File: src/rtl/mem_1r1w_rmw_ctrl_32x64.sv
// Request-side controller in front of an unmasked 1R1W SRAM (32x64).
// Zero-fills the array after reset, then serves reads and byte-masked writes (partial masks via RMW).
module mem_1r1w_rmw_ctrl_32x64 #(
  parameter int unsigned DEPTH     = 32,
  parameter int unsigned ADDR_W    = 5,
  parameter int unsigned WIDTH     = 64,
  parameter int unsigned MASK_GRAN = 8
) (
  input  logic                          clock,
  input  logic                          reset,
  input  logic                          req_valid,
  output logic                          req_ready,
  input  logic                          req_write,
  input  logic [ADDR_W-1:0]             req_addr,
  input  logic [WIDTH-1:0]              req_data,
  input  logic [WIDTH/MASK_GRAN-1:0]    req_mask,
  output logic                          resp_valid,
  output logic [WIDTH-1:0]              resp_data,
  output logic                          init_done,
  output logic [ADDR_W-1:0]             R0_addr,
  output logic                          R0_en,
  input  logic [WIDTH-1:0]              R0_data,
  output logic [ADDR_W-1:0]             W0_addr,
  output logic                          W0_en,
  output logic [WIDTH-1:0]              W0_data
);

  localparam int unsigned MASK_W = WIDTH / MASK_GRAN;

  typedef enum logic [1:0] {
    ST_INIT  = 2'd0,
    ST_IDLE  = 2'd1,
    ST_MERGE = 2'd2
  } state_t;

  state_t              state;
  logic [ADDR_W-1:0]   cnt;
  logic [ADDR_W-1:0]   saved_addr;
  logic [WIDTH-1:0]    saved_data;
  logic [MASK_W-1:0]   saved_mask;
  logic [WIDTH-1:0]    merged;
  logic                mask_full;
  logic                mask_none;
  logic                partial;

  assign mask_full = &req_mask;
  assign mask_none = ~|req_mask;
  assign partial   = req_write && !mask_full && !mask_none;

  // Read data is only presented while a response is pending; otherwise held at zero.
  assign resp_data = resp_valid ? R0_data : '0;

  // State, fill counter, response flag and saved RMW operands.
  always_ff @(posedge clock or posedge reset) begin
    if (reset) begin
      state      <= ST_INIT;
      cnt        <= '0;
      init_done  <= 1'b0;
      resp_valid <= 1'b0;
      saved_addr <= '0;
      saved_data <= '0;
      saved_mask <= '0;
    end else begin
      resp_valid <= 1'b0;
      case (state)
        ST_INIT: begin
          cnt <= cnt + ADDR_W'(1);
          if (cnt == ADDR_W'(DEPTH - 1)) begin
            state     <= ST_IDLE;
            init_done <= 1'b1;
          end
        end
        ST_IDLE: begin
          if (req_valid) begin
            if (!req_write) begin
              resp_valid <= 1'b1;
            end else if (partial) begin
              saved_addr <= req_addr;
              saved_data <= req_data;
              saved_mask <= req_mask;
              state      <= ST_MERGE;
            end
          end
        end
        ST_MERGE: state <= ST_IDLE;
        default:  state <= ST_INIT;
      endcase
    end
  end

  // Lane merge: new bytes where the saved mask is set, old SRAM bytes elsewhere.
  always_comb begin
    merged = R0_data;
    for (int unsigned i = 0; i < MASK_W; i++) begin
      if (saved_mask[i]) begin
        merged[i*MASK_GRAN +: MASK_GRAN] = saved_data[i*MASK_GRAN +: MASK_GRAN];
      end
    end
  end

  // SRAM port drive and handshake, decoded in the accept cycle.
  always_comb begin
    req_ready = 1'b0;
    R0_en     = 1'b0;
    R0_addr   = req_addr;
    W0_en     = 1'b0;
    W0_addr   = req_addr;
    W0_data   = req_data;
    case (state)
      ST_INIT: begin
        W0_en   = 1'b1;
        W0_addr = cnt;
        W0_data = '0;
      end
      ST_IDLE: begin
        req_ready = 1'b1;
        if (req_valid) begin
          if (!req_write || partial) begin
            R0_en = 1'b1;
          end else if (mask_full) begin
            W0_en = 1'b1;
          end
        end
      end
      ST_MERGE: begin
        W0_en   = 1'b1;
        W0_addr = saved_addr;
        W0_data = merged;
      end
      default: ;
    endcase
    // No SRAM activity while reset is held, even though the state already reads INIT.
    if (reset) begin
      W0_en     = 1'b0;
      R0_en     = 1'b0;
      req_ready = 1'b0;
    end
  end

endmodule
File: config.mk
export PLATFORM = sky130hd
export DESIGN_NAME = mem_1r1w_rmw_ctrl_32x64
export DESIGN_NICKNAME = d
export VERILOG_FILES = /design/src/rtl/mem_1r1w_rmw_ctrl_32x64.sv
export SDC_FILE = /design/constraint.sdc
export NUM_CORES = 1
export LEC_CHECK = 0
export CORE_UTILIZATION = 33
export DETAILED_ROUTE_END_ITERATION = 12
export PLACE_DENSITY = 0.68
export SYNTH_ARGS = -nofsm -noshare
export SYNTH_HDL_FRONTEND = slang
export SYNTH_SLANG_ARGS = --single-unit
File: constraint.sdc
create_clock -name clock -period 6.4 [get_ports clock]
set_input_delay 0.64 -clock clock [delete_from_list [all_inputs] [get_ports clock]]
set_output_delay 0.64 -clock clock [all_outputs]
set_load 0.02 [all_outputs]
==> results of run 1 <==
==> stage by stage <==
step                std cells  area (µm²)
finish                    960        8340
global route              960        8340
CTS                       960        8340
detailed placement        944        8080
global placement          944        8080
floorplan                 511        5150
==> logic make-up after synthesis <==
family / Yosys count / synth area share [%]
flip-flops: 86 / 41.8
AO/OA/AOI/OAI: 74 / 7.36
multiplexers: 148 / 30.7
adder cells (fa/ha/maj): 2 / 0.486
buffers and inverters: 46 / 4.11
AND/OR/NAND/NOR: 152 / 15.0
XOR/XNOR: 3 / 0.510
==> how the worst max path moves through the flow <==
stage	depth (start not counted)	from	slack, ps	to
final	3	state[1]	2820	W0_data[30]
after global routing	3	state[1]	2710	W0_data[30]
after CTS	3	state[1]	2770	W0_data[35]
after detailed placement	4	reset	2900	R0_en
after global placement	4	reset	2920	R0_en
after floorplan	2	reset	2940	R0_en
==> layer usage <==
metal	vias to the layer above	global-route usage, %
met1	2217	23.6
met2	200	34.6
met5	-	0
li1	2270	-
met3	19	4.43
met4	0	6.23
==> state kept, by name, summed over array words and instances (netlist names) <==
register / cells
cnt: 5
state: 2
saved_data: 64
saved_mask: 8
saved_addr: 5
init_done: 1
resp_valid: 1
==> cell type report <==
type | instances | share of cell area, %
well taps | 188 | 2.82
inverters | 1 | 0.0750
clock inverters | 1 | 0.0600
clock buffers | 15 | 3.09
repair buffers | 290 | 34.7
multi-input cells | 379 | 33.4
flip-flops and latches | 86 | 25.8
==> worst max-delay path: stages, from the launching register on <==
cell             delay (ps)
dfrtp_1                 610
nand2b_2                720
o21ai_0                 570
clkdlybuf4s50_1         690
==> cell usage in the layout (no fill, tap or decap), drive strengths merged, types with 3 or more instances in the layout <==
master and n:
mux2i 69, nand2 72, buf 3, and2 64, clkbuf 15, clkdlybuf4s50 287, dfrtp 86, nor2 6
mux2 79, o21ai 69, nand4 3
==> power by group through the flow <==
stage               Sequential (mW)  Clock (mW)  Combinational [mW]
floorplan                     0.915           0               0.961
global placement               1.06           0                1.37
detailed placement             1.07           0                1.40
CTS                            1.06       0.487                1.41
global route                   1.10       0.506                1.50
finish                         1.06       0.466                1.39
==> results.json, run 1 <==
{
  "status": "complete, no violations",
  "setup_slack_ps": 2820,
  "grt_setup_unrepaired": "no",
  "switching_share_pct": 36.3,
  "cts.reportedPaths.clkPinSlew_ps": 60,
  "io_pins": 288,
  "switching_power_mw": 1.06,
  "drt_wl_total_um": 16000,
  "ctsHoldBuffers": 0,
  "ys_warn_count": 0,
  "pwr-share-seq_pct": 36.2,
  "synth_top_area_cell": "dfrtp_1",
  "powerDensity_nw_per_um2": 349,
  "cts_tree": "done",
  "cts_buffer_depth": 2,
  "clock_sinks": 86,
  "die_w_um": 127,
  "cp-end-kind": "primary output",
  "grt_pass1_vias": 4809,
  "cts-root-buf": "clkbuf_16",
  "cp.arrival_ps": 2940,
  "dpl.hpwl_um": 11600,
  "fin_nets": 914,
  "wl_met3_um": 1030,
  "synth-async-reset-ratio_pct": 100,
  "post_cts_buffers": 0,
  "start_kind": "flop",
  "wl_per_cell_um": 16.6,
  "io_buffer_count": 287,
  "min_period_ps": 3580,
  "drt-met1-wl_um": 6800,
  "top_layer_used": "met4",
  "syn_area_um2": 5150,
  "syn-num-nets": 658,
  "synth_top_cells_by_area": "dfrtp_1, mux2_2, mux2i_1",
  "ir_worst_vdd_v": 0.000170,
  "clkPwrFrac_pct": 16.0,
  "dr_total_vias": 4706,
  "rrSetupSlack_ps": 3550,
  "yosys_most_used_dff": "dfrtp_1",
  "grt-ovfl-total": 0,
  "fp.dieArea_um2": 16100,
  "drive_gt1_share_pct": 11.4,
  "min_path_type": "flop to flop",
  "ant_nets": 0,
  "drt-vias-per-instance": 4.90,
  "synth_cell_type_count": 27,
  "final_core_util_pct": 54.9,
  "diodes": 0,
  "maxCapViolCount": 0,
  "yosysMostFrequentCell": "dfrtp_1",
  "setup_viol": 0,
  "power_frac_comb_pct": 47.8,
  "synth_edf_count": 0,
  "crit_path_max_fanout": 64,
  "grt_max_degree": 88,
  "wl_met2_um": 7850,
  "multi_input_area_um2": 2790,
  "synthTopCellsByCount": "dfrtp_1, nand2_1, mux2_2, mux2i_1, o21ai_0",
  "drt-initial-drc-count": 160,
  "p_total_mw": 2.91,
  "slew_viol_final": 0,
  "antenna_found_initial": 0,
  "r2r-start": "state[0]",
  "crit_required_ps": 5760,
  "firstDrtPassIters": 4,
  "hold_viol": 0,
  "grt_pass1_wl_um": 24800,
  "synth_seq_cells": 86,
  "htree_num_levels": 3,
  "initial_utilization_pct": 33.9,
  "syn2layout_area_growth_pct": 62.0,
  "max-slew-margin-rel_pct": 22.2,
  "power.leakage_nw": 3.35,
  "numCtsBuffers": 9,
  "r2r_end": "saved_data[23]",
  "hp-start": "init_done",
  "cts-resized-gates": 0,
  "reg2reg_depth": 5,
  "drc": 0,
  "core_um2": 15200,
  "hold_slack_ps": 465,
  "worst_pin_slew_ps": 1170,
  "fill_cells": 1360,
  "hold_end": "init_done",
  "synth_top_area_share_pct": 41.8,
  "internal_power_mw": 1.86,
  "finalSetupTns_ps": 0,
  "seq_area_frac_synth_pct": 41.8,
  "fmax_mhz": 280,
  "netlist_instances": 511,
  "syn_avg_cell_area_um2": 10.1,
  "min_period_over_period_pct": 55.9,
  "min_delay_path_depth": 1,
  "gp_congestion": 0.793,
  "fin_skew_ps": 6.43,
  "die_h_um": 127,
  "critPathKind": "flop to primary output",
  "rows": 45,
  "clk_latency_ps": 330,
  "seq_area_um2": 2150,
  "pre_cts_slack_ps": 2900,
  "grt_usage_pct": 19.6
}
(Power assumes the default switching activity.)
==> run 2, diff against run 1 <==
Clock period 6.4 ns to 3.45 ns, I/O delays scaled along.
==> results.json, run 2 (synthesis results as in run 1) <==
{
  "gp_congestion": 0.807,
  "internal_power_mw": 3.61,
  "pwr-share-seq_pct": 34.9,
  "start_kind": "flop",
  "drive_gt1_share_pct": 12.3,
  "dr_total_vias": 4801,
  "power.leakage_nw": 3.40,
  "rrSetupSlack_ps": 670,
  "drc": 0,
  "diodes": 0,
  "critPathSlowestCell": "clkdlybuf4s50_1",
  "fin_nets": 916,
  "crit_path_max_fanout": 42,
  "hold_viol": 0,
  "cts-resized-gates": 0,
  "cts.reportedPaths.clkPinSlew_ps": 60,
  "switching_power_mw": 2.04,
  "reg_top3": "saved_data (64), saved_mask (8)",
  "cp.arrival_ps": 2800,
  "drt_wl_total_um": 16800,
  "min_period_over_period_pct": 91.2,
  "numCtsBuffers": 9,
  "grt_pass1_wl_um": 26400,
  "crit_required_ps": 3110,
  "finalSetupTns_ps": 0,
  "slowest_delay_ps": 650,
  "wl_per_cell_um": 17.5,
  "clkPwrFrac_pct": 19.0,
  "final_common_cell": "clkdlybuf4s50_1",
  "fp.dieArea_um2": 16100,
  "worst_pin_slew_ps": 1130,
  "dpl.hpwl_um": 12200,
  "status": "complete, no violations",
  "grt_setup_unrepaired": "no",
  "rows": 45,
  "grt_max_degree": 87,
  "cts_tree": "done",
  "htree_num_levels": 3,
  "power_frac_comb_pct": 46.1,
  "powerDensity_nw_per_um2": 671,
  "ant_nets": 0,
  "min_period_ps": 3150,
  "antenna_found_initial": 0,
  "post_cts_buffers": 0,
  "io_buffer_count": 287,
  "top_register": "saved_data",
  "initial_utilization_pct": 33.9,
  "fill_cells": 1327,
  "max-slew-margin-rel_pct": 24.7,
  "fin_skew_ps": 5.18,
  "min_path_type": "flop to flop",
  "setup_viol": 0,
  "crit_chain": "nand2b_2 > buf_4 > o21ai_0 > clkdlybuf4s50_1",
  "final_cell_mix": "clkdlybuf4s50_1, dfrtp_1, nand2_1",
  "drt-vias-per-instance": 4.99,
  "cp-end-kind": "primary output",
  "slew_viol_final": 0,
  "io_pins": 288,
  "maxCapViolCount": 0,
  "hold_slack_ps": 458,
  "die_h_um": 127,
  "cts_buffer_depth": 2,
  "p_total_mw": 5.66,
  "largest_reg_flops": 64,
  "critPathKind": "flop to primary output",
  "syn2layout_area_growth_pct": 63.7,
  "core_um2": 15200,
  "die_w_um": 127,
  "switching_share_pct": 36.1,
  "clk_latency_ps": 330,
  "firstDrtPassIters": 4,
  "ctsHoldBuffers": 0,
  "grt_usage_pct": 21.0,
  "grt-ovfl-total": 0,
  "cts-root-buf": "clkbuf_16",
  "ir_worst_vdd_v": 0.000265,
  "clock_sinks": 86,
  "fmax_mhz": 318,
  "drt-initial-drc-count": 174,
  "grt_pass1_vias": 4932
}
-- run 2: cell count changes in the layout (fill, tap and decap cells not counted) --
cell        change
clkinv_4        +1
clkbuf_8        +1
clkbuf_1        -5
clkinvlp_4      +1
bufinv_16       +2
buf_4           +2
-- run 2: area by class of cell --
cell class                      instances  area, µm²  area share [%]
Clock buffer                           11        253            3.00
Clock inverter                          5       81.3           0.965
Inverter                                1       6.26          0.0742
Multi-Input combinational cell        379       2790            33.1
Sequential cell                        86       2150            25.6
Tap cell                              188        235            2.79
Timing Repair Buffer                  292       2910            34.5
-- run 2: path summary, 6_finish.rpt --
| path | startpoint | endpoint | cells past startpoint |
|---|---|---|---|
| worst max-delay path | state[1] | W0_data[57] | 4 |
| worst min-delay path | init_done | init_done | 1 |
| worst max register to register | state[0] | saved_data[54] | 5 |
| worst min register to register | init_done | init_done | 1 |
| max in group asynchronous | reset | state[0] | 3 |
| min in group asynchronous | reset | saved_addr[4] | 3 |
-- run 2: metal layers --
metal / up-vias / track usage (%) / part of all wire, %
li1: 2270 / - / -
met4: 0 / 7.63 / 2.1
met3: 26 / 4.98 / 6.8
met1: 2306 / 24.9 / 42
met2: 199 / 36.9 / 49
met5: - / 0 / 0
-- run 2: power groups by stage --
| stage | Clock, mW | Sequential [mW] | Combinational, mW |
|---|---|---|---|
| after global placement | 0 | 1.97 | 2.55 |
| after CTS | 1.10 | 1.98 | 2.64 |
| final | 1.07 | 1.97 | 2.61 |
| after floorplan | 0 | 1.70 | 1.78 |
| after global routing | 1.14 | 2.05 | 2.81 |
| after detailed placement | 0 | 1.99 | 2.63 |
-- run 2: per-stage QoR --
stage / instances / util [%] / setup slack [ps] / cell area (µm²)
6_report: 962 / 55.4 / 303 / 8430
5_1_grt: 962 / 55.4 / 96.5 / 8430
4_1_cts: 962 / 55.4 / 234 / 8430
3_5_place_dp: 946 / 53.2 / 603 / 8090
3_3_place_gp: 946 / 53.2 / 637 / 8090
2_1_floorplan: 511 / - / 577 / 5150
-- run 2: worst max-delay path, delay by kind of cell (launching register included) --
| kind | cells | cell delay [ps] |
|---|---|---|
| buffers and inverters | 2 | 1070 |
| AND/OR/NAND/NOR | 1 | 540 |
| AO/OA/AOI/OAI | 1 | 220 |
| flip-flops | 1 | 620 |
